## src/rtl/gbdt_round_sequencer_if.sv

```systemverilog
// Control bundle between the job/DMA front end, the class engines and the
// GBDT round sequencer. The sequencer takes the slave side.
interface gbdt_round_sequencer_if #(
  parameter int LANES  = 8,
  parameter int ROUNDS = 4
);
  localparam int RW = (ROUNDS > 1) ? $clog2(ROUNDS) : 1;

  logic                      start;
  logic                      abort;
  logic                      dma_valid;
  logic [LANES*ROUNDS-1:0]   used_classes;
  logic [LANES-1:0]          dones;
  logic                      max_done;
  logic [LANES:0]            enables;
  logic [RW-1:0]             round;
  logic                      done;
  logic                      error;
  logic                      busy;
  logic                      we;
  logic                      oe;
  logic                      cs;

  modport master (
    output start, abort, dma_valid, used_classes, dones, max_done,
    input  enables, round, done, error, busy, we, oe, cs
  );

  modport slave (
    input  start, abort, dma_valid, used_classes, dones, max_done,
    output enables, round, done, error, busy, we, oe, cs
  );
endinterface

```

## src/rtl/gbdt_round_sequencer.sv

```systemverilog
// Round sequencer for the GBDT inference core: counts DMA beats, then runs
// lane-masked class-engine rounds, each followed by a MAX reduction.
module gbdt_round_sequencer #(
  parameter int LANES      = 8,
  parameter int ROUNDS     = 4,
  parameter int CYCLES_NUM = 2304,
  parameter int CONTIGUOUS = 1,
  parameter int TIMEOUT    = 4096
) (
  input  logic                  gbdt_clk,
  input  logic                  gbdt_rst_n,
  gbdt_round_sequencer_if.slave seq
);
  localparam int RW = (ROUNDS > 1) ? $clog2(ROUNDS) : 1;
  localparam int CW = $clog2(CYCLES_NUM + 1);
  localparam int TW = $clog2(TIMEOUT + 1);

  typedef enum logic [2:0] {
    S_IDLE, S_LOAD, S_SETTLE, S_RUN, S_REDUCE, S_FINISH, S_FAIL
  } state_t;

  state_t                       state, state_nx;
  logic [RW-1:0]                r_idx, r_idx_nx, r_inc;
  logic [CW-1:0]                beat_cnt, beat_nx;
  logic [TW-1:0]                wd_cnt, wd_nx;
  logic [ROUNDS-1:0][LANES-1:0] slices;
  logic [LANES-1:0]             cur_slice;
  logic                         run_exit, wd_expire, last_round, next_lead, beat_last;

  assign slices     = seq.used_classes;
  assign cur_slice  = slices[r_idx];
  assign r_inc      = r_idx + 1'b1;
  assign last_round = (r_idx == RW'(ROUNDS - 1));
  assign next_lead  = slices[r_inc][0];
  // Masked-off lanes count as done, so only enabled engines can stall a round.
  assign run_exit   = &(seq.dones | ~cur_slice);
  assign wd_expire  = (wd_cnt >= TW'(TIMEOUT - 1));
  assign beat_last  = seq.dma_valid && (beat_cnt == CW'(CYCLES_NUM - 1));

  always_ff @(posedge gbdt_clk or negedge gbdt_rst_n) begin
    if (!gbdt_rst_n) begin
      state    <= S_IDLE;
      r_idx    <= '0;
      beat_cnt <= '0;
      wd_cnt   <= '0;
    end else begin
      state    <= state_nx;
      r_idx    <= r_idx_nx;
      beat_cnt <= beat_nx;
      wd_cnt   <= wd_nx;
    end
  end

  always_comb begin
    state_nx = state;
    r_idx_nx = r_idx;
    beat_nx  = '0;
    wd_nx    = '0;
    case (state)
      S_IDLE: if (seq.start) begin
        state_nx = S_LOAD;
        r_idx_nx = '0;
      end
      S_LOAD: begin
        if (beat_last)              state_nx = S_SETTLE;
        else if (seq.dma_valid)     beat_nx  = beat_cnt + 1'b1;
        else if (CONTIGUOUS == 0)   beat_nx  = beat_cnt;
      end
      S_SETTLE: state_nx = S_RUN;
      S_RUN: begin
        wd_nx = wd_cnt + 1'b1;
        if (run_exit)       state_nx = S_REDUCE;
        else if (wd_expire) state_nx = S_FAIL;
      end
      S_REDUCE: begin
        wd_nx = wd_cnt + 1'b1;
        if (seq.max_done) begin
          if (!last_round && next_lead) begin
            state_nx = S_SETTLE;
            r_idx_nx = r_inc;
          end else begin
            state_nx = S_FINISH;
          end
        end else if (wd_expire) begin
          state_nx = S_FAIL;
        end
      end
      default: state_nx = S_IDLE;
    endcase
    // Abort overrides everything and must not leave a stale count for the next job.
    if (seq.abort && state != S_IDLE && state != S_FAIL) begin
      state_nx = S_FAIL;
      beat_nx  = '0;
      wd_nx    = '0;
    end
  end

  always_comb begin
    seq.we      = 1'b0;
    seq.oe      = 1'b0;
    seq.cs      = 1'b0;
    seq.done    = 1'b0;
    seq.error   = 1'b0;
    seq.round   = '0;
    seq.enables = '0;
    seq.busy    = (state != S_IDLE);
    case (state)
      S_IDLE: begin
        seq.we = 1'b1;
        seq.cs = 1'b1;
      end
      S_LOAD:   seq.cs = 1'b1;
      S_SETTLE: seq.round = r_idx;
      S_RUN: begin
        seq.cs      = 1'b1;
        seq.oe      = 1'b1;
        seq.round   = r_idx;
        seq.enables = {cur_slice, 1'b0};
      end
      S_REDUCE: begin
        seq.round   = r_idx;
        seq.enables = {{LANES{1'b0}}, 1'b1};
      end
      // A same-cycle abort wins over completion.
      S_FINISH: seq.done  = ~seq.abort;
      S_FAIL:   seq.error = 1'b1;
      default: ;
    endcase
  end
endmodule

```

## src/flat_wrapper.sv

```systemverilog
// flat-port wrapper written by rule: the top's interface ports become plain ports
module gbdt_round_sequencer_flat 
#(
  parameter int LANES      = 8,
  parameter int ROUNDS     = 4,
  parameter int CYCLES_NUM = 2304,
  parameter int CONTIGUOUS = 1,
  parameter int TIMEOUT    = 4096
)
  (gbdt_clk, gbdt_rst_n, seq_start, seq_abort, seq_dma_valid, seq_used_classes, seq_dones, seq_max_done, seq_enables, seq_round, seq_done, seq_error, seq_busy, seq_we, seq_oe, seq_cs);
  gbdt_round_sequencer_if #(.LANES(LANES), .ROUNDS(ROUNDS)) seq_i ();
  input  logic gbdt_clk;
  input  logic gbdt_rst_n;
  input wire logic [$bits(seq_i.start)-1:0] seq_start;
  input wire logic [$bits(seq_i.abort)-1:0] seq_abort;
  input wire logic [$bits(seq_i.dma_valid)-1:0] seq_dma_valid;
  input wire logic [$bits(seq_i.used_classes)-1:0] seq_used_classes;
  input wire logic [$bits(seq_i.dones)-1:0] seq_dones;
  input wire logic [$bits(seq_i.max_done)-1:0] seq_max_done;
  output wire logic [$bits(seq_i.enables)-1:0] seq_enables;
  output wire logic [$bits(seq_i.round)-1:0] seq_round;
  output wire logic [$bits(seq_i.done)-1:0] seq_done;
  output wire logic [$bits(seq_i.error)-1:0] seq_error;
  output wire logic [$bits(seq_i.busy)-1:0] seq_busy;
  output wire logic [$bits(seq_i.we)-1:0] seq_we;
  output wire logic [$bits(seq_i.oe)-1:0] seq_oe;
  output wire logic [$bits(seq_i.cs)-1:0] seq_cs;
  assign seq_i.start = seq_start;
  assign seq_i.abort = seq_abort;
  assign seq_i.dma_valid = seq_dma_valid;
  assign seq_i.used_classes = seq_used_classes;
  assign seq_i.dones = seq_dones;
  assign seq_i.max_done = seq_max_done;
  assign seq_enables = seq_i.enables;
  assign seq_round = seq_i.round;
  assign seq_done = seq_i.done;
  assign seq_error = seq_i.error;
  assign seq_busy = seq_i.busy;
  assign seq_we = seq_i.we;
  assign seq_oe = seq_i.oe;
  assign seq_cs = seq_i.cs;
  gbdt_round_sequencer #(.LANES(LANES), .ROUNDS(ROUNDS), .CYCLES_NUM(CYCLES_NUM), .CONTIGUOUS(CONTIGUOUS), .TIMEOUT(TIMEOUT)) u_core (.gbdt_clk(gbdt_clk), .gbdt_rst_n(gbdt_rst_n), .seq(seq_i));
endmodule
```

## config.mk

```make
export PLATFORM = sky130hd
export DESIGN_NAME = gbdt_round_sequencer_flat
export DESIGN_NICKNAME = d
export VERILOG_FILES = /design/src/rtl/gbdt_round_sequencer_if.sv /design/src/rtl/gbdt_round_sequencer.sv /design/src/flat_wrapper.sv
export SDC_FILE = /design/constraint.sdc
export NUM_CORES = 1
export LEC_CHECK = 0
export ABC_AREA = 1
export BUFFER_PORTS_ARGS = -buffer_cell sky130_fd_sc_hd__buf_2
export CORE_MARGIN = 2
export CORE_UTILIZATION = 51
export CTS_CLUSTER_DIAMETER = 120
export DETAILED_ROUTE_END_ITERATION = 8
export PLACE_DENSITY_LB_ADDON = 0.08
export SLEW_MARGIN = 20
export SYNTH_ARGS = -nofsm -noshare
export SYNTH_HDL_FRONTEND = slang
export SYNTH_SLANG_ARGS = --single-unit
```

## constraint.sdc

```tcl
create_clock -name gbdt_clk -period 1.75 [get_ports gbdt_clk]
set_clock_uncertainty 0.05 [all_clocks]
set_input_delay 0.35 -clock gbdt_clk [delete_from_list [all_inputs] [get_ports gbdt_clk]]
set_output_delay 0.35 -clock gbdt_clk [all_outputs]
set_load 0.005 [all_outputs]
```

==> flow_metrics.env <==
export IMPL_crit_arrival_ns=1.39
export IMPL_synth_seq_area_share_pct=36.5
export IMPL_via_count=2196
export IMPL_synth_cells=293
export IMPL_slew_headroom_pct=55.0
export IMPL_routabilityCongestion=0.846
export IMPL_cts_htree_levels=2
export IMPL_finalCriticalPeriod_ns=1.79
export IMPL_route_detailed_drc=0
export IMPL_syn_num_nets=342
export IMPL_wl_um=5630
export IMPL_powerDensity_nw_per_um2=1340
export IMPL_drive_gt1_share_pct=39.7
export IMPL_min_path_type="primary input to async pin"
export IMPL_final_nets=429
export IMPL_maxSlewViolCount=0
export IMPL_crit_required_ns=1.35
export IMPL_grt_overflow_total=0
export IMPL_startpoint_type="register"
export IMPL_syn_cell_area_um2=2060
export IMPL_max_freq_mhz=557
export IMPL_cts_root_buf="clkbuf_8"
export IMPL_fin_ws_ns=-0.0440
export IMPL_cp_end_kind="primary output"
export IMPL_syn2layout_area_growth_pct=45.0
export IMPL_ys_seq_elements=30
export IMPL_antenna_found_initial=0
export IMPL_grt_max_degree=31
export IMPL_drtIter0Drc=97
export IMPL_ant_nets=0
export IMPL_dp_hpwl_um=3620
export IMPL_numClockSinks=30
export IMPL_ys_warn_count=0
export IMPL_first_pass_iters=4
export IMPL_routedWlPerCell_um=13.1
export IMPL_coreArea_um2=3940
export IMPL_finalSetupViolations=12
export IMPL_pre_cts_ws_ns=0.0943
export IMPL_status="complete, but fails checks"
export IMPL_final_area_um2=2980
export IMPL_worst_pin_slew_ns=0.675
export IMPL_rsz0062_at_grt="true"
export IMPL_path_max_fanout=5
export IMPL_clk_latency_ns=0.28
export IMPL_hold_viol_final=0
export IMPL_ys_types=29
export IMPL_synth_avg_cell_area_um2=7.02
export IMPL_p_leak_nw=1.53
export IMPL_reg2reg_slack_ns=0.08
export IMPL_dp_cells=410
export IMPL_dieArea_um2=4560
export IMPL_violations="negative setup slack"
export IMPL_start_util_pct=52.2
export IMPL_clkTransAtPathRegs_ns=0.07
export IMPL_cts_tree="built"
export IMPL_fin_crit_sh_pct=103
export IMPL_utilization_pct=75.7
export IMPL_grt_pass1_vias=1950
export IMPL_post_dp_cell_area_um2=2490
export IMPL_ir_worst_vdd_v=0.00133
export IMPL_diodes=0
export IMPL_rows=23
export IMPL_io_buffers=62
export IMPL_grt_pass1_wl_um=8070
export IMPL_crit_type="register to primary output"
export IMPL_clockBufferDepth=2
export IMPL_ios=63
export IMPL_p_total_mw=3.99
export IMPL_final_cells=430
export IMPL_grtUsageTotal_pct=23.3
export IMPL_die_w_um=67.5
export IMPL_die_y_um=67.5
export IMPL_detail_route_vias_per_cell=5.11
export IMPL_drv_cap=0
export IMPL_cts_buffers=5
==> kinds of logic after synthesis <==
| group | count (synthesis) | share of synthesized area, % |
|---|---|---|
| adder cells (fa/ha/maj) | 3 | 1.83 |
| flip-flops | 30 | 36.5 |
| AND/OR/NAND/NOR | 190 | 42.8 |
| AO/OA/AOI/OAI | 20 | 5.53 |
| buffers and inverters | 38 | 8.27 |
| XOR/XNOR | 12 | 5.11 |
==> report_power, final <==
part | internal (mW) | leakage (nW) | switching [mW]
Combinational | 1.06 | 1.07 | 1.33
Sequential | 0.778 | 0.406 | 0.111
Clock | 0.455 | 0.0573 | 0.252
Total | 2.29 | 1.53 | 1.70
==> Yosys cell counts <==
library cell,instances,area share (%)
and3_1,2,0.61
nor2_1,48,8.8
nor3b_2,2,1.2
nand3b_4,1,0.97
dfrtp_1,30,36
buf_6,2,1.1
nor4_1,2,0.61
inv_1,27,4.9
xor2_1,7,3.0
o21ai_2,1,0.43
nor3_1,4,0.97
a31oi_1,2,0.61
nand2_1,81,15
nand3_1,31,7.5
nor3b_1,1,0.37
o21a_1,2,0.73
xnor2_1,5,2.1
o211ai_1,1,0.37
ha_1,3,1.8
clkbuf_1,1,0.18
buf_2,1,0.24
nand4_1,8,2.4
clkinv_1,2,0.37
buf_4,3,1.1
nand3b_1,8,2.9
inv_2,2,0.37
nor3_4,2,1.6
a21oi_1,9,2.2
o21ai_0,5,1.2
==> path summary, 6_finish.rpt <==
| kind | from | end | depth (start not counted) |
|---|---|---|---|
| min in group gbdt_clk | u_core.beat_cnt[0]$_DFF_PN0_ | u_core.beat_cnt[0]$_DFF_PN0_ | 1 |
| setup / recovery | u_core.r_idx[0]$_DFFE_PN0P_ | seq_enables[4] | 7 |
| hold reg to reg | u_core.beat_cnt[0]$_DFF_PN0_ | u_core.beat_cnt[0]$_DFF_PN0_ | 1 |
| hold / removal | gbdt_rst_n | u_core.wd_cnt[3]$_DFF_PN0_ | 1 |
| max in group asynchronous | gbdt_rst_n | u_core.state[2]$_DFFE_PN0P_ | 1 |
| setup reg to reg | u_core.r_idx[0]$_DFFE_PN0P_ | u_core.state[1]$_DFFE_PN0P_ | 12 |
==> routing by layer <==
| metal | part of all wire [%] | global-route usage [%] | wire [um] | up-vias |
|---|---|---|---|---|
| li1 | - | - | - | 1120 |
| met1 | 44 | 28.1 | 2460 | 1003 |
| met2 | 50 | 40.6 | 2840 | 63 |
| met3 | 4.3 | 4.83 | 244 | 10 |
| met4 | 1.5 | 9.18 | 82 | 0 |
| met5 | 0 | 0 | 0 | - |
==> registers in the layout (all words and copies together) (netlist names) <==
name and cells:
u_core.wd_cnt 13, u_core.state 3, u_core.r_idx 2, u_core.beat_cnt 12
==> worst max-delay path: stages, from the launching register on <==
cell and delay [ns]:
dfrtp_2 0.45, clkinv_4 0.12, clkbuf_16 0.18, nand2_2 0.06, nand3_2 0.06, nand2_1 0.08
nor2_1 0.04, buf_2 0.12
==> placed cells by master (no fill, tap or decap), types with 2 or more instances in the layout <==
| cell | synthesis | routed |
|---|---|---|
| nand3b_1 | 8 | 8 |
| buf_2 | 1 | 61 |
| buf_6 | 2 | 4 |
| nand3_1 | 31 | 15 |
| buf_12 | 0 | 2 |
| nand2_2 | 0 | 9 |
| dfrtp_1 | 30 | 27 |
| nand3_2 | 0 | 16 |
| clkbuf_8 | 0 | 6 |
| nor3_4 | 2 | 2 |
| nor4_1 | 2 | 2 |
| nand4_1 | 8 | 8 |
| a21oi_1 | 9 | 7 |
| buf_4 | 3 | 17 |
| nand2_1 | 81 | 66 |
| xnor2_1 | 5 | 5 |
| o21ai_0 | 5 | 4 |
| inv_1 | 27 | 22 |
| nand2_4 | 0 | 6 |
| nor2_2 | 0 | 3 |
| inv_2 | 2 | 5 |
| dfrtp_2 | 0 | 3 |
| inv_4 | 0 | 2 |
| o21a_1 | 2 | 2 |
| a31oi_1 | 2 | 2 |
| nor2_1 | 48 | 44 |
| nor3b_2 | 2 | 3 |
| clkbuf_16 | 0 | 3 |
| and3_1 | 2 | 2 |
| nor3_1 | 4 | 4 |
| a21oi_2 | 0 | 2 |
| xor2_1 | 7 | 7 |
==> what timing repair did <==
item / 4_1_cts / 5_1_grt
hold buffers: 0 / 0
resized for setup: 8 / 57
endpoints found under the hold margin: 0 / 0
buffers inserted: 5 / 4
endpoints found under the setup margin: 11 / 31
gates cloned: 0 / 4
pin swaps: 1 / 11
==> through the flow <==
step | hold slack, ns | TNS [ns]
floorplan | 0.00441 | 0
global placement | 0.364 | 0
detailed placement | 0.372 | 0
CTS | 0.0697 | -0.0238
global route | 0.112 | -1.36
finish | 0.0502 | -0.269
==> cell type report <==
type                       count  area [um^2]
fill                         281          960
clock buffer                   6         82.6
inverter                      31          126
clock inverter                 1         30.0
tap                           50         62.6
sequential                    30          754
multi-input combinational    225         1330
timing repair buffer          87          593
(Power assumes the default switching activity.)
